File: config.mk
export PLATFORM = sky130hd
export DESIGN_NAME = rggen_axi4lite_apb_bridge
export DESIGN_NICKNAME = d
export VERILOG_FILES = /design/src/rtl/rggen_bridge_pkg.sv /design/src/rtl/rggen_axi4lite_slot.sv /design/src/rtl/rggen_axi4lite_apb_bridge.sv
export SDC_FILE = /design/constraint.sdc
export NUM_CORES = 1
export LEC_CHECK = 0
export BUFFER_PORTS_ARGS = -buffer_cell sky130_fd_sc_hd__buf_2
export CAP_MARGIN = 20
export CORE_MARGIN = 5
export CORE_UTILIZATION = 25
export CTS_CLUSTER_DIAMETER = 60
export DETAILED_ROUTE_END_ITERATION = 6
export SLEW_MARGIN = 20
export SYNTH_ARGS = -nofsm -noshare
export SYNTH_HDL_FRONTEND = slang
export SYNTH_HIERARCHICAL = 1
export SYNTH_SLANG_ARGS = --single-unit
export TNS_END_PERCENT = 50
File: constraint.sdc
create_clock -name clk -period 4.2 [get_ports clk]
set_input_delay 0.21 -clock clk [delete_from_list [all_inputs] [get_ports clk]]
set_output_delay 0.21 -clock clk [all_outputs]
set_load 0.02 [all_outputs]
File: src/rtl/rggen_bridge_pkg.sv
// ---------------------------------------------------------------------------
// rggen_bridge_pkg
// Shared types and constants for the AXI4-Lite to APB bridge:
//   - bridge_state_e : APB sequencing FSM states
//   - bridge_prio_e  : read/write alternating priority flag
//   - RESP_OKAY / RESP_SLVERR : AXI response encodings
//   - flip_prio()    : toggles the priority flag
// ---------------------------------------------------------------------------
package rggen_bridge_pkg;

   typedef enum logic [1:0] {
      IDLE   = 2'b00,
      SETUP  = 2'b01,
      ACCESS = 2'b10,
      RESP   = 2'b11
   } bridge_state_e;

   typedef enum logic {
      READ_NEXT  = 1'b0,
      WRITE_NEXT = 1'b1
   } bridge_prio_e;

   localparam logic [1:0] RESP_OKAY   = 2'b00;
   localparam logic [1:0] RESP_SLVERR = 2'b10;

   function automatic bridge_prio_e flip_prio(input bridge_prio_e p);
      return (p == READ_NEXT) ? WRITE_NEXT : READ_NEXT;
   endfunction

endpackage

File: src/rtl/rggen_axi4lite_slot.sv
// ---------------------------------------------------------------------------
// rggen_axi4lite_slot
// One-entry valid/ready holding register. The slot accepts a payload whenever
// it is empty and keeps it until the owning transaction is retired through
// i_release (the B/R handshake), not merely until it is issued on APB.
// Ports:
//   clk, rst_n  : clock, synchronous active-low reset
//   i_valid     : upstream valid
//   o_ready     : upstream ready (slot empty)
//   i_data      : upstream payload
//   i_release   : frees the slot
//   o_full      : slot holds a payload
//   o_data      : held payload
// ---------------------------------------------------------------------------
module rggen_axi4lite_slot #(
   parameter int WIDTH = 8
) (
   input  logic             clk,
   input  logic             rst_n,
   input  logic             i_valid,
   output logic             o_ready,
   input  logic [WIDTH-1:0] i_data,
   input  logic             i_release,
   output logic             o_full,
   output logic [WIDTH-1:0] o_data
);

   logic             r_full;
   logic [WIDTH-1:0] r_data;

   assign o_ready = ~r_full;
   assign o_full  = r_full;
   assign o_data  = r_data;

   // Capture on handshake; release only happens while full, so the two never collide.
   always_ff @(posedge clk) begin
      if (!rst_n) begin
         r_full <= 1'b0;
         r_data <= {WIDTH{1'b0}};
      end else if (i_release) begin
         r_full <= 1'b0;
      end else if (i_valid && !r_full) begin
         r_full <= 1'b1;
         r_data <= i_data;
      end else begin
         r_full <= r_full;
      end
   end

endmodule

File: src/rtl/rggen_axi4lite_apb_bridge.sv
// ---------------------------------------------------------------------------
// rggen_axi4lite_apb_bridge
// Single-outstanding AXI4-Lite slave to APB master bridge.
// AW, W and AR are each buffered in a one-entry slot; a write becomes eligible
// once AW and W are both present, a read once AR is present. The FSM picks one
// request (alternating when both are eligible), runs APB SETUP/ACCESS, then
// holds the B or R response until it is accepted, which frees the slot(s).
// Ports:
//   clk, rst_n                      : clock, synchronous active-low reset
//   i_aw*/o_awready, i_w*/o_wready  : AXI write address / data channels
//   o_bvalid, i_bready, o_bresp     : AXI write response channel
//   i_ar*/o_arready                 : AXI read address channel
//   o_rvalid, i_rready, o_rdata/rresp : AXI read data channel
//   o_p*, i_pready/prdata/pslverr   : APB master
// ---------------------------------------------------------------------------
module rggen_axi4lite_apb_bridge
   import rggen_bridge_pkg::*;
#(
   parameter int ADDRESS_WIDTH = 8,
   parameter int DATA_WIDTH    = 32,
   parameter int STRB_WIDTH    = DATA_WIDTH / 8
) (
   input  logic                     clk,
   input  logic                     rst_n,
   input  logic                     i_awvalid,
   output logic                     o_awready,
   input  logic [ADDRESS_WIDTH-1:0] i_awaddr,
   input  logic                     i_wvalid,
   output logic                     o_wready,
   input  logic [DATA_WIDTH-1:0]    i_wdata,
   input  logic [STRB_WIDTH-1:0]    i_wstrb,
   output logic                     o_bvalid,
   input  logic                     i_bready,
   output logic [1:0]               o_bresp,
   input  logic                     i_arvalid,
   output logic                     o_arready,
   input  logic [ADDRESS_WIDTH-1:0] i_araddr,
   output logic                     o_rvalid,
   input  logic                     i_rready,
   output logic [DATA_WIDTH-1:0]    o_rdata,
   output logic [1:0]               o_rresp,
   output logic                     o_psel,
   output logic                     o_penable,
   output logic [ADDRESS_WIDTH-1:0] o_paddr,
   output logic                     o_pwrite,
   output logic [DATA_WIDTH-1:0]    o_pwdata,
   output logic [STRB_WIDTH-1:0]    o_pstrb,
   input  logic                     i_pready,
   input  logic [DATA_WIDTH-1:0]    i_prdata,
   input  logic                     i_pslverr
);

   localparam int ADDR_LSB = $clog2(STRB_WIDTH);
   localparam logic [ADDRESS_WIDTH-1:0] ADDR_MASK = ADDRESS_WIDTH'((1 << ADDR_LSB) - 1);
   localparam int WBUS_WIDTH = DATA_WIDTH + STRB_WIDTH;

   bridge_state_e r_state;
   bridge_prio_e  r_prio;
   logic                     r_psel;
   logic                     r_penable;
   logic [ADDRESS_WIDTH-1:0] r_paddr;
   logic                     r_pwrite;
   logic [DATA_WIDTH-1:0]    r_pwdata;
   logic [STRB_WIDTH-1:0]    r_pstrb;
   logic                     r_bvalid;
   logic                     r_rvalid;
   logic [DATA_WIDTH-1:0]    r_rdata;
   logic [1:0]               r_resp;

   logic                     w_aw_full;
   logic [ADDRESS_WIDTH-1:0] w_aw_data;
   logic                     w_w_full;
   logic [WBUS_WIDTH-1:0]    w_w_data;
   logic                     w_ar_full;
   logic [ADDRESS_WIDTH-1:0] w_ar_data;

   logic                     w_b_hs;
   logic                     w_r_hs;

   assign w_b_hs = r_bvalid & i_bready;
   assign w_r_hs = r_rvalid & i_rready;

   rggen_axi4lite_slot #(.WIDTH(ADDRESS_WIDTH)) u_aw_slot (
      .clk       (clk),
      .rst_n     (rst_n),
      .i_valid   (i_awvalid),
      .o_ready   (o_awready),
      .i_data    (i_awaddr),
      .i_release (w_b_hs),
      .o_full    (w_aw_full),
      .o_data    (w_aw_data)
   );

   rggen_axi4lite_slot #(.WIDTH(WBUS_WIDTH)) u_w_slot (
      .clk       (clk),
      .rst_n     (rst_n),
      .i_valid   (i_wvalid),
      .o_ready   (o_wready),
      .i_data    ({i_wstrb, i_wdata}),
      .i_release (w_b_hs),
      .o_full    (w_w_full),
      .o_data    (w_w_data)
   );

   rggen_axi4lite_slot #(.WIDTH(ADDRESS_WIDTH)) u_ar_slot (
      .clk       (clk),
      .rst_n     (rst_n),
      .i_valid   (i_arvalid),
      .o_ready   (o_arready),
      .i_data    (i_araddr),
      .i_release (w_r_hs),
      .o_full    (w_ar_full),
      .o_data    (w_ar_data)
   );

   // A request arriving this cycle is visible to IDLE directly so SETUP
   // follows the accepting edge without an extra cycle.
   logic                     w_aw_avail;
   logic                     w_w_avail;
   logic                     w_ar_avail;
   logic [ADDRESS_WIDTH-1:0] w_aw_addr;
   logic [WBUS_WIDTH-1:0]    w_w_bus;
   logic [ADDRESS_WIDTH-1:0] w_ar_addr;

   assign w_aw_avail = w_aw_full | i_awvalid;
   assign w_w_avail  = w_w_full  | i_wvalid;
   assign w_ar_avail = w_ar_full | i_arvalid;
   assign w_aw_addr  = w_aw_full ? w_aw_data : i_awaddr;
   assign w_w_bus    = w_w_full  ? w_w_data  : {i_wstrb, i_wdata};
   assign w_ar_addr  = w_ar_full ? w_ar_data : i_araddr;

   logic                     w_write_elig;
   logic                     w_read_elig;
   logic                     w_pick_write;
   logic                     w_start;
   logic [ADDRESS_WIDTH-1:0] w_sel_addr;

   // Request selection: alternate between reads and writes when both are eligible.
   always_comb begin
      w_write_elig = w_aw_avail & w_w_avail;
      w_read_elig  = w_ar_avail;
      w_pick_write = 1'b0;
      if (w_write_elig && w_read_elig) begin
         w_pick_write = (r_prio == WRITE_NEXT);
      end else if (w_write_elig) begin
         w_pick_write = 1'b1;
      end else begin
         w_pick_write = 1'b0;
      end
      w_start    = w_write_elig | w_read_elig;
      w_sel_addr = (w_pick_write ? w_aw_addr : w_ar_addr) & ~ADDR_MASK;
   end

   // APB sequencing FSM with all APB and AXI response outputs registered.
   always_ff @(posedge clk) begin
      if (!rst_n) begin
         r_state   <= IDLE;
         r_prio    <= READ_NEXT;
         r_psel    <= 1'b0;
         r_penable <= 1'b0;
         r_paddr   <= {ADDRESS_WIDTH{1'b0}};
         r_pwrite  <= 1'b0;
         r_pwdata  <= {DATA_WIDTH{1'b0}};
         r_pstrb   <= {STRB_WIDTH{1'b0}};
         r_bvalid  <= 1'b0;
         r_rvalid  <= 1'b0;
         r_rdata   <= {DATA_WIDTH{1'b0}};
         r_resp    <= RESP_OKAY;
      end else begin
         case (r_state)
            IDLE: begin
               if (w_start) begin
                  r_prio   <= flip_prio(r_prio);
                  r_paddr  <= w_sel_addr;
                  r_pwrite <= w_pick_write;
                  r_pwdata <= w_pick_write ? w_w_bus[DATA_WIDTH-1:0] : {DATA_WIDTH{1'b0}};
                  r_pstrb  <= w_pick_write ? w_w_bus[WBUS_WIDTH-1:DATA_WIDTH] : {STRB_WIDTH{1'b0}};
                  r_psel   <= 1'b1;
                  r_state  <= SETUP;
               end
            end
            SETUP: begin
               r_penable <= 1'b1;
               r_state   <= ACCESS;
            end
            ACCESS: begin
               if (i_pready) begin
                  r_psel    <= 1'b0;
                  r_penable <= 1'b0;
                  r_resp    <= i_pslverr ? RESP_SLVERR : RESP_OKAY;
                  if (r_pwrite) begin
                     r_bvalid <= 1'b1;
                  end else begin
                     r_rvalid <= 1'b1;
                     r_rdata  <= i_prdata;
                  end
                  r_state <= RESP;
               end
            end
            RESP: begin
               if (w_b_hs || w_r_hs) begin
                  r_bvalid <= 1'b0;
                  r_rvalid <= 1'b0;
                  r_state  <= IDLE;
               end
            end
            default: begin
               r_psel    <= 1'b0;
               r_penable <= 1'b0;
               r_state   <= IDLE;
            end
         endcase
      end
   end

   assign o_psel    = r_psel;
   assign o_penable = r_penable;
   assign o_paddr   = r_paddr;
   assign o_pwrite  = r_pwrite;
   assign o_pwdata  = r_pwdata;
   assign o_pstrb   = r_pstrb;
   assign o_bvalid  = r_bvalid;
   assign o_bresp   = r_resp;
   assign o_rvalid  = r_rvalid;
   assign o_rdata   = r_rdata;
   assign o_rresp   = r_resp;

endmodule
==> implementation parameters <==
Parameter                              Value

Setup path
  Worst reg-to-reg path cell count ... 5
  Setup slack of the worst register-to-register path ... 1.72 ns
  Cell family with most CP delay ... compound AO/OA/AOI/OAI gates
  Kind of start point of the critical path ... flip-flop
  Worst path buffer plus inverter count ... 1
  Worst R2R End ... o_pwdata[20]
  Data required time of the worst path ... ~4.5 ns
  Delay of the slowest cell on the worst path ... ~0.86 ns
  Cells traversed along the worst timing path ... o22a_1, o211a_2, buf_4, a22oi_2, nor2_2
  Category of the critical setup timing path ... flip-flop to flip-flop
  Critical path arrival ... 2.81 ns
  Crit Path Max Fanout ... 32
  Crit end category ... flip-flop
  Reg-to-reg startpoint ... u_aw_slot/o_full
  Max stage delay cell, worst path ... sky130_fd_sc_hd__o211a_2

Floorplanning
  Effective utilization at floorplan ... 25.4%
  Row count ... 56
  Die Width ... 164 µm
  Ports ... 181
  Area inside the core boundary ... 0.0234 mm²
  Total die area ... 0.0269 mm²
  Die H ... ~160 µm

Global route
  Initial antenna violation count ... 1
  Wire length of the first global-routing pass ... 25,100 µm
  Remaining global-route overflow ... 0
  Number of global-route vias before repair ... 4,786
  Largest net degree at the start of global routing ... 97
  Overall routing resource usage ... 11.7%

CTS
  Cts hold-fix bufs ... 0
  Clk sinks ... 134
  Number of H-tree levels ... 4
  Latest clock arrival within the worst-skew pair ... 0.41 ns
  TritonCTS clock tree ... done
  Post-CTS setup buffers ... 0
  Clock buffers created by TritonCTS ... 17
  Clock-pin slew reported for the worst setup and hold paths after clock tree synthesis ... 0.06 ns
  Clock root buffer ... sky130_fd_sc_hd__clkbuf_16
  Deepest clock path buffer count ... 2
  Post-cts resize count ... 0

STA
  Fmax ... about 400 MHz
  Final number of hold-violating endpoints ... 0
  Slew of the pin with the lowest slew margin ... 1.01 ns
  Minimum period implied by the final worst setup slack ... 2.48 ns
  Worst setup skew after layout ... 0.0104 ns
  Headroom to the max-slew limit ... between 30% and 40%
  Setup TNS ... 0 ns
  Setup slack of the critical path after layout ... 1.72 ns
  Fin crit share ... 59.0%
  Final setup violating endpoints ... 0
  Final Max Tran Viols ... 0
  Setup repair after global routing missed its margin ... false

Placed design
  I/O Buffers ... 172
  Global placement routability congestion ... 0.702
  Setup slack after placement ... 1.69 ns
  Inst Count DP ... 1,076
  Detailed Place HPWL ... roughly 11,000 µm

Route
  Average wire length per cell after detail routing ... 14.3 µm
  Via Count ... around 4,800
  Initial DRC Count ... 232
  Via-per-instance ratio ... 4.31
  Final Routed Wirelength ... 15,900 µm
  Remaining DRCs ... 0
  Detail Route Antenna Nets ... 0
  Number of detailed-routing iterations run before antenna repair ... 4

Min path
  Hold Path Depth ... 3
  Hold_sp ... i_prdata[0]
  HP Class ... primary input to flip-flop
  Destination of the worst hold path ... o_rdata[0]

Pwr
  Switching fraction of total power ... 32.9%
  Switching power ... 1.30 mW
  Leakage power summed over all cells ... 3.19 nW
  Internal power ... 2.65 mW
  Maximum resistive drop on vdd ... 0.000207 V
  Share of power burned in registers ... 37.9%
  Clock network fraction of design power ... 38.5%
  Post-layout total power ... 3.95 mW
  Power Density ... 528 mW/mm²
  Combinational group share of total power ... 23.6%

Yosys
  Syn. warnings ... 6
  Area of the mapped netlist ... slightly below 0.006 mm²
  Mean area per synthesized cell ... 9.46 µm²
  Synthesized netlist cell count ... between 600 and 700

Finish
  Footprint of the multi-input gates ... ~0.0028 mm²
  Layout Area Growth over Synthesis ... 26.2%
  Layout cells sized above 1 ... 38.8%
  Commonest cells after routing, fill and taps aside ... sky130_fd_sc_hd__buf_2 (171), sky130_fd_sc_hd__nand2_1 (167), sky130_fd_sc_hd__dfxtp_1 (133)
  Fillers ... between 2,000 and 3,000
  Most common cell after layout, fill and taps aside ... sky130_fd_sc_hd__buf_2
  Storage cell area ... around 0.0027 mm²
  Layout net count ... 874
  Count of inserted antenna diode cells ... 0
  Non-filler cells, final ... 1,108

Run
  Count of maximum capacitance violations ... 0

Run status
  Run status ... complete, no violations
[area by class of cell]
cell class / instances / share of cell area [%]
multi-input cells: 433 / 38.0
flip-flops and latches: 134 / 35.8
repair buffers: 180 / 12.3
clock buffers: 19 / 6.05
well taps: 319 / 5.33
clock inverters: 13 / 1.94
inverters: 10 / 0.501
[metrics by stage]
step                hold WS [ns]  area, µm²  utilization [%]
floorplan                  0.346       5940                -
global placement           0.439       6890             29.4
detailed placement         0.445       6890             29.4
CTS                     0.000771       7490             32.0
global route             0.00506       7490             32.0
finish                    0.0285       7490             32.0
[worst max path at each step]
stage                   endpoint              from  slack (ns)  depth (start not counted)
global route        o_pwdata[18]  u_aw_slot/o_full        1.53                          5
detailed placement  o_pwdata[23]  u_aw_slot/o_full        1.69                          5
CTS                 o_pwdata[20]  u_aw_slot/o_full        1.68                          5
global placement    o_pwdata[22]  u_aw_slot/o_full        1.74                          5
floorplan           o_pwdata[10]   u_w_slot/o_full        2.71                          5
finish              o_pwdata[20]  u_aw_slot/o_full        1.72                          5
[worst reg2reg max path: cells and delay by family (launching register included)]
kind	cells	cell delay [ns]
buf+inv	1	0.39
compound gates	3	1.24
simple gates	1	0.10
flops	1	0.67
[power by group through the flow]
stage / clock (mW) / combinational [mW] / sequential, mW
CTS: 1.58 / 0.953 / 1.50
global placement: 0 / 0.936 / 1.52
global route: 1.63 / 1.03 / 1.52
detailed placement: 0 / 0.951 / 1.52
floorplan: 0 / 0.613 / 1.62
finish: 1.52 / 0.934 / 1.50
[layer usage]
layer / global-route usage (%) / wire [µm]
met1: 15.4 / 7510
met2: 18.9 / 7360
met3: 3.51 / 868
met4: 3.09 / 144
met5: 0 / 11
[flip-flops by register name, indices dropped and copies added, names as in the netlist, 2 cells and up]
register / count
u_w_slot/o_data: 36
o_pwdata: 32
u_aw_slot/o_data: 6
o_pstrb: 4
o_paddr: 6
u_ar_slot/o_data: 6
o_rdata: 32
r_state: 2
Power figures use the tool's default switching activity.
